--- src/rtl/i2_router_fifo_rdctrl_pkg.sv ---
// Shared definitions for the i2 router input-FIFO controllers: flit type codes,
// read-controller state encoding and the flit type-field extractor.
package i2_router_fifo_rdctrl_pkg;

   localparam int unsigned FLIT_TYPE_W = 3;
   localparam int unsigned FLIT_W_MAX  = 256;
   localparam int unsigned CNT_W       = 8;

   typedef logic [FLIT_TYPE_W-1:0] flit_type_t;
   typedef logic [FLIT_W_MAX-1:0]  flit_word_t;
   typedef logic [CNT_W-1:0]       flit_cnt_t;

   localparam flit_type_t FLIT_HEAD = 3'b001;
   localparam flit_type_t FLIT_TAIL = 3'b110;

   typedef enum logic {
      IDLE = 1'b0,
      SEND = 1'b1
   } state_t;

   // Type code sits in the top three bits of a data_w-wide flit; callers
   // zero-extend their flit to flit_word_t.
   function automatic flit_type_t flit_type(input flit_word_t flit, input int unsigned data_w);
      return flit_type_t'(flit >> (data_w - FLIT_TYPE_W));
   endfunction

endpackage

--- src/rtl/i2_router_fifo_rdctrl_if.sv ---
// FIFO read port plus the two router req/bussy output ports of the read controller.
interface i2_router_fifo_rdctrl_if #(
   parameter int unsigned DATA_W = 32
);

   logic              FIFO_empty;
   logic [DATA_W-1:0] FIFO_dout;
   logic              FIFO_rd;
   logic              output_req1;
   logic              output_bussy1;
   logic              output_req2;
   logic              output_bussy2;
   logic [DATA_W-1:0] flit_out;
   logic              select;
   logic              pkt_err;

   modport master (
      input  FIFO_empty, FIFO_dout, output_bussy1, output_bussy2,
      output FIFO_rd, output_req1, output_req2, flit_out, select, pkt_err
   );

   modport slave (
      output FIFO_empty, FIFO_dout, output_bussy1, output_bussy2,
      input  FIFO_rd, output_req1, output_req2, flit_out, select, pkt_err
   );

endinterface

--- src/rtl/i2_router_fifo_rdctrl.sv ---
// Read-side controller of the i2 router input FIFO: routes each packet to one of
// two output ports from the head flit's destination bit and flags framing errors.
module i2_router_fifo_rdctrl
   import i2_router_fifo_rdctrl_pkg::*;
#(
   parameter int unsigned DATA_W      = 32,
   parameter int unsigned DEST_BIT    = 0,
   parameter int unsigned MAX_PKT_LEN = 16
) (
   input  logic                   clk,
   input  logic                   rst,
   i2_router_fifo_rdctrl_if.master bus
);

   localparam flit_cnt_t MAX_LEN = flit_cnt_t'(MAX_PKT_LEN);

   state_t    state_q, state_d;
   logic      port_q, port_d;
   flit_cnt_t cnt_q, cnt_d;
   logic      err_q, err_d;

   flit_type_t head_type;
   logic       is_head;
   logic       is_tail;
   logic       port_bussy;
   logic       misplaced_head;
   logic       send_req;
   logic       accept;

   assign head_type = flit_type(flit_word_t'(bus.FIFO_dout), DATA_W);
   assign is_head   = (head_type == FLIT_HEAD);
   assign is_tail   = (head_type == FLIT_TAIL);

   // Only the bussy of the port owning the current packet matters.
   assign port_bussy = port_q ? bus.output_bussy2 : bus.output_bussy1;

   // A head behind the packet's own head is left in the FIFO to start a new packet.
   assign misplaced_head = !bus.FIFO_empty && is_head && (cnt_q > flit_cnt_t'(1));
   assign send_req       = (state_q == SEND) && !bus.FIFO_empty && !misplaced_head;
   assign accept         = send_req && !port_bussy;

   assign bus.flit_out = bus.FIFO_dout;
   assign bus.pkt_err  = err_q;

   // NOTE: sequential state uses non-blocking assignments so every register
   // samples the pre-edge value of its neighbours.
   always_ff @(posedge clk) begin
      if (rst) begin
         state_q <= IDLE;
         port_q  <= 1'b0;
         cnt_q   <= '0;
         err_q   <= 1'b0;
      end else begin
         state_q <= state_d;
         port_q  <= port_d;
         cnt_q   <= cnt_d;
         err_q   <= err_d;
      end
   end

   // NOTE: every variable gets a default before the case so no latch is inferred.
   always_comb begin
      state_d = state_q;
      port_d  = port_q;
      cnt_d   = cnt_q;
      err_d   = err_q;
      unique case (state_q)
         IDLE: begin
            if (!bus.FIFO_empty) begin
               if (is_head) begin
                  state_d = SEND;
                  port_d  = bus.FIFO_dout[DEST_BIT];
                  cnt_d   = flit_cnt_t'(1);
               end else begin
                  err_d = 1'b1;
               end
            end
         end
         SEND: begin
            if (misplaced_head) begin
               state_d = IDLE;
               cnt_d   = '0;
               err_d   = 1'b1;
            end else if (accept) begin
               if (is_tail) begin
                  state_d = IDLE;
                  cnt_d   = '0;
               end else if (cnt_q >= MAX_LEN) begin
                  // Overlong packet: abort; its leftover flits drain as orphans.
                  state_d = IDLE;
                  cnt_d   = '0;
                  err_d   = 1'b1;
               end else begin
                  cnt_d = cnt_q + flit_cnt_t'(1);
               end
            end
         end
         default: state_d = IDLE;
      endcase
   end

   always_comb begin
      bus.FIFO_rd     = 1'b0;
      bus.output_req1 = 1'b0;
      bus.output_req2 = 1'b0;
      bus.select      = 1'b0;
      if (!rst) begin
         unique case (state_q)
            IDLE: bus.FIFO_rd = !bus.FIFO_empty && !is_head;
            SEND: begin
               bus.select      = port_q;
               bus.output_req1 = send_req && !port_q;
               bus.output_req2 = send_req && port_q;
               bus.FIFO_rd     = accept;
            end
            default: ;
         endcase
      end
   end

endmodule

--- src/flat_wrapper.sv ---
// flat-port wrapper written by rule: the top's interface ports become plain ports
module i2_router_fifo_rdctrl_flat import i2_router_fifo_rdctrl_pkg::*;
#(
   parameter int unsigned DATA_W      = 32,
   parameter int unsigned DEST_BIT    = 0,
   parameter int unsigned MAX_PKT_LEN = 16
)
  (clk, rst, bus_FIFO_empty, bus_FIFO_dout, bus_output_bussy1, bus_output_bussy2, bus_FIFO_rd, bus_output_req1, bus_output_req2, bus_flit_out, bus_select, bus_pkt_err);
  i2_router_fifo_rdctrl_if #(.DATA_W(DATA_W)) bus_i ();
  input  logic clk;
  input  logic rst;
  input wire logic [$bits(bus_i.FIFO_empty)-1:0] bus_FIFO_empty;
  input wire logic [$bits(bus_i.FIFO_dout)-1:0] bus_FIFO_dout;
  input wire logic [$bits(bus_i.output_bussy1)-1:0] bus_output_bussy1;
  input wire logic [$bits(bus_i.output_bussy2)-1:0] bus_output_bussy2;
  output wire logic [$bits(bus_i.FIFO_rd)-1:0] bus_FIFO_rd;
  output wire logic [$bits(bus_i.output_req1)-1:0] bus_output_req1;
  output wire logic [$bits(bus_i.output_req2)-1:0] bus_output_req2;
  output wire logic [$bits(bus_i.flit_out)-1:0] bus_flit_out;
  output wire logic [$bits(bus_i.select)-1:0] bus_select;
  output wire logic [$bits(bus_i.pkt_err)-1:0] bus_pkt_err;
  assign bus_i.FIFO_empty = bus_FIFO_empty;
  assign bus_i.FIFO_dout = bus_FIFO_dout;
  assign bus_i.output_bussy1 = bus_output_bussy1;
  assign bus_i.output_bussy2 = bus_output_bussy2;
  assign bus_FIFO_rd = bus_i.FIFO_rd;
  assign bus_output_req1 = bus_i.output_req1;
  assign bus_output_req2 = bus_i.output_req2;
  assign bus_flit_out = bus_i.flit_out;
  assign bus_select = bus_i.select;
  assign bus_pkt_err = bus_i.pkt_err;
  i2_router_fifo_rdctrl #(.DATA_W(DATA_W), .DEST_BIT(DEST_BIT), .MAX_PKT_LEN(MAX_PKT_LEN)) u_core (.clk(clk), .rst(rst), .bus(bus_i));
endmodule
--- config.mk ---
export PLATFORM = sky130hd
export DESIGN_NAME = i2_router_fifo_rdctrl_flat
export DESIGN_NICKNAME = d
export VERILOG_FILES = /design/src/rtl/i2_router_fifo_rdctrl_pkg.sv /design/src/rtl/i2_router_fifo_rdctrl_if.sv /design/src/rtl/i2_router_fifo_rdctrl.sv /design/src/flat_wrapper.sv
export SDC_FILE = /design/constraint.sdc
export NUM_CORES = 1
export LEC_CHECK = 0
export BUFFER_PORTS_ARGS = -buffer_cell sky130_fd_sc_hd__buf_2
export CAP_MARGIN = 20
export CORE_MARGIN = 10
export CORE_UTILIZATION = 39
export CTS_CLUSTER_DIAMETER = 40
export CTS_CLUSTER_SIZE = 40
export DETAILED_ROUTE_END_ITERATION = 16
export PLACE_DENSITY_LB_ADDON = 0.2
export SYNTH_ARGS = -nofsm -noshare
export SYNTH_HDL_FRONTEND = slang
export SYNTH_SLANG_ARGS = --single-unit
--- constraint.sdc ---
create_clock -name clk -period 2.8 [get_ports clk]
set_input_delay 0.84 -clock clk [delete_from_list [all_inputs] [get_ports clk]]
set_output_delay 0.84 -clock clk [all_outputs]
set_load 0.01 [all_outputs]
==> flow_summary.json <==
{
  "cp_max_fo": 4,
  "placedCellCount": 124,
  "chipWidth_um": 69.28,
  "synthCells": 111,
  "yosysWarnings": 0,
  "final_common_cell": "buf_2",
  "min_period_ps": 2713,
  "crit_required_ps": 1960,
  "ant_nets": 0,
  "synth_edf_count": 0,
  "dp_hpwl_mm": 1.635,
  "worst_slew_pin_slew_ps": 673.3,
  "outcome": "finished clean",
  "synth.largest_area_cell": "buf_4",
  "peakVddDrop_mv": 0.1708,
  "layout-drive-gt1-share_pct": 34.65,
  "synth_xor_area_share_pct": 0,
  "slew_headroom_pct": 54.73,
  "core_area_um2": 2255,
  "area_growth_pct": -7.001,
  "synthMuxAreaShare_pct": 2.246,
  "yosysSeqAreaShare_pct": 23.25,
  "cp-end-kind": "output pin",
  "path_cells": "buf_2, nor4b_2, o41ai_4, a31oi_1, nor2_1, buf_2",
  "setup_viol": 0,
  "clk-insertion-delay-late_ps": 270,
  "synthFlopType": "dfxtp_1",
  "pin_count": 74,
  "cts_sinks": 11,
  "yosys.area_share.simple_pct": 22.72,
  "grt_util_all_layers_pct": 8.567,
  "h-tree-depth": 1,
  "hold_buffers": 0,
  "start_util_pct": 42.01,
  "p_int_uw": 233.1,
  "fin_cells": 129,
  "swShare_pct": 28.88,
  "overflow": 0,
  "syn-cell-area_um2": 947.2,
  "critPathArrivalTime_ps": 1870,
  "root_buffer": "clkbuf_4",
  "period_share_pct": 96.90,
  "n_antenna_cell": 0,
  "fmax_mhz": 368.6,
  "numCtsBuffers": 3,
  "synth_compound_area_share_pct": 19.68,
  "setup_tns_ps": 0,
  "total_leakage_power_nw": 0.3519,
  "synth.distinct_cells": 38,
  "critPathMostFrequentCell": "buf_2",
  "final_max_slew_viol_count": 0,
  "die_h_um": 69.28,
  "start_kind": "input pin",
  "worstHoldPathType": "flop to flop",
  "synth_top_family_by_area": "buffers and inverters",
  "netlist.area_leader.share_pct": 25.36,
  "cpMaxStageDelayCell": "nor4b_2",
  "drtIter0Drc": 11,
  "path_buf_inv": 2,
  "power.density_nw_per_um2": 372.0,
  "synth-seq-cells": 11,
  "first_global_vias": 797,
  "first_pass_iters": 4,
  "p_switching_uw": 94.63,
  "layout_common_cells": "buf_2, dfxtp_1, nor2_1",
  "routed_wl_mm": 2.094,
  "vias": 724,
  "avgSynthCellArea_um2": 8.533,
  "grt_max_degree": 12,
  "gp_congestion": 0.8578,
  "slowest_delay_ps": 410,
  "p_seq_share_pct": 49.7,
  "rsz0062_at_grt": "yes",
  "combPwrFrac_pct": 14.0,
  "port_buffers": 17,
  "antenna_found_initial": 0,
  "drc": 0,
  "min-delay-start": "u_core.cnt_q[6]$_SDFFE_PP0P_",
  "cp_top_family": "simple AND/OR/NAND/NOR gates",
  "synthAdderAreaFrac_pct": 3.963,
  "die-area_um2": 4800,
  "synthTopCellsByArea": "buf_4, dfxtp_1, ha_1",
  "finClkSkew_ps": 3.691,
  "dp_slack_ps": 62.61,
  "cts_tree": "yes",
  "via_per_inst": 5.612,
  "cts_max_path_buffers": 2,
  "critPathKind": "input pin to output pin",
  "grt_pass1_wl_mm": 3.519,
  "setup_slack_ps": 86.92,
  "critPathLaunch": "bus_FIFO_dout[30]",
  "route.detailed.wl_per_inst_um": 16.23,
  "p_clk_share_pct": 36.3,
  "clkTransAtPathRegs_ps": 90,
  "final-hold-violation-count": 0,
  "r2r-start": "u_core.cnt_q[0]$_SDFFE_PP0P_",
  "drv_cap": 0,
  "row_count": 17,
  "synth-async-reset-ratio_pct": 0,
  "fin_nets": 142,
  "synth_fp_nets": 151
}
-- worst paths after layout --
check                                      end  slack (ps)  cells past startpoint
setup / recovery                   bus_FIFO_rd          90                      6
hold / removal    u_core.cnt_q[6]$_SDFFE_PP0P_         480                      1
setup reg to reg  u_core.cnt_q[2]$_SDFFE_PP0P_         800                      5
hold reg to reg   u_core.cnt_q[6]$_SDFFE_PP0P_         480                      1
-- registers in the layout, summed over array words and instances (netlist names) --
register            flops
u_core.bus.pkt_err      1
u_core.state_q          1
u_core.cnt_q            8
u_core.port_q           1
-- through the flow --
| step | cell area (um^2) | utilization [%] | total power, mW | hold WS (ps) |
|---|---|---|---|---|
| floorplan | 947.2 | - | 0.2348 | 449.2 |
| global placement | 838.3 | 37.18 | 0.2120 | 463.8 |
| detailed placement | 838.3 | 37.18 | 0.2126 | 468.8 |
| CTS | 872.1 | 38.68 | 0.3310 | 481.3 |
| global route | 880.8 | 39.07 | 0.3468 | 496.8 |
| finish | 880.8 | 39.07 | 0.3277 | 476.8 |
-- power groups by stage --
| stage | clock network, mW | logic (mW) | registers (mW) |
|---|---|---|---|
| global placement | 0 | 0.0457 | 0.166 |
| detailed placement | 0 | 0.0460 | 0.167 |
| finish | 0.119 | 0.0460 | 0.163 |
| global route | 0.131 | 0.0519 | 0.164 |
| floorplan | 0 | 0.0696 | 0.165 |
| CTS | 0.122 | 0.0464 | 0.163 |
-- routing by layer --
layer	vias up	global-route usage, %	share of wire, %
li1	352	-	-
met1	327	9.236	43
met2	27	13.21	46
met3	18	3.281	6.8
met4	0	6.430	3.7
met5	-	0	0
-- kinds of logic after synthesis --
logic type      Yosys count
compound gates           20
mux                       2
simple gates             36
fa+ha+maj                 3
flops                    11
buf+inv                  39
-- layout make-up --
| type | instances | area, um^2 |
|---|---|---|
| clock buffer | 4 | 26.28 |
| fill | 260 | 1374 |
| inverter | 4 | 15.01 |
| multi-input combinational | 61 | 467.9 |
| sequential | 11 | 221.5 |
| tap | 28 | 35.03 |
| timing repair buffer | 21 | 115.1 |
-- what timing repair did --
item | in CTS | in global routing
resized for setup | 0 | 3
gates cloned | 0 | 0
hold endpoints to repair | 0 | 0
buffers inserted | 1 | 0
pin swaps | 1 | 0
endpoints found under the setup margin | 2 | 2
-- Yosys cell counts (2+ instances only) --
master,number
nor3b_1,5
inv_1,4
o32ai_1,2
dfxtp_1,11
nand2b_1,2
nand3_1,4
o21ai_0,2
nor3_1,2
nand2_1,5
clkbuf_1,2
nand4_1,4
nor2_1,6
buf_4,32
a21oi_1,3
ha_1,3
a31oi_1,2
-- worst register-to-register path: cells and delay by family (launching register included) --
kind,cells,cell delay (ps)
AOI/OAI and AO/OA,3,1200
adders and majority gates,1,180
DFF,1,450
and+or+nand+nor,1,90
Note: power is estimated with default switching activity, not from simulation.
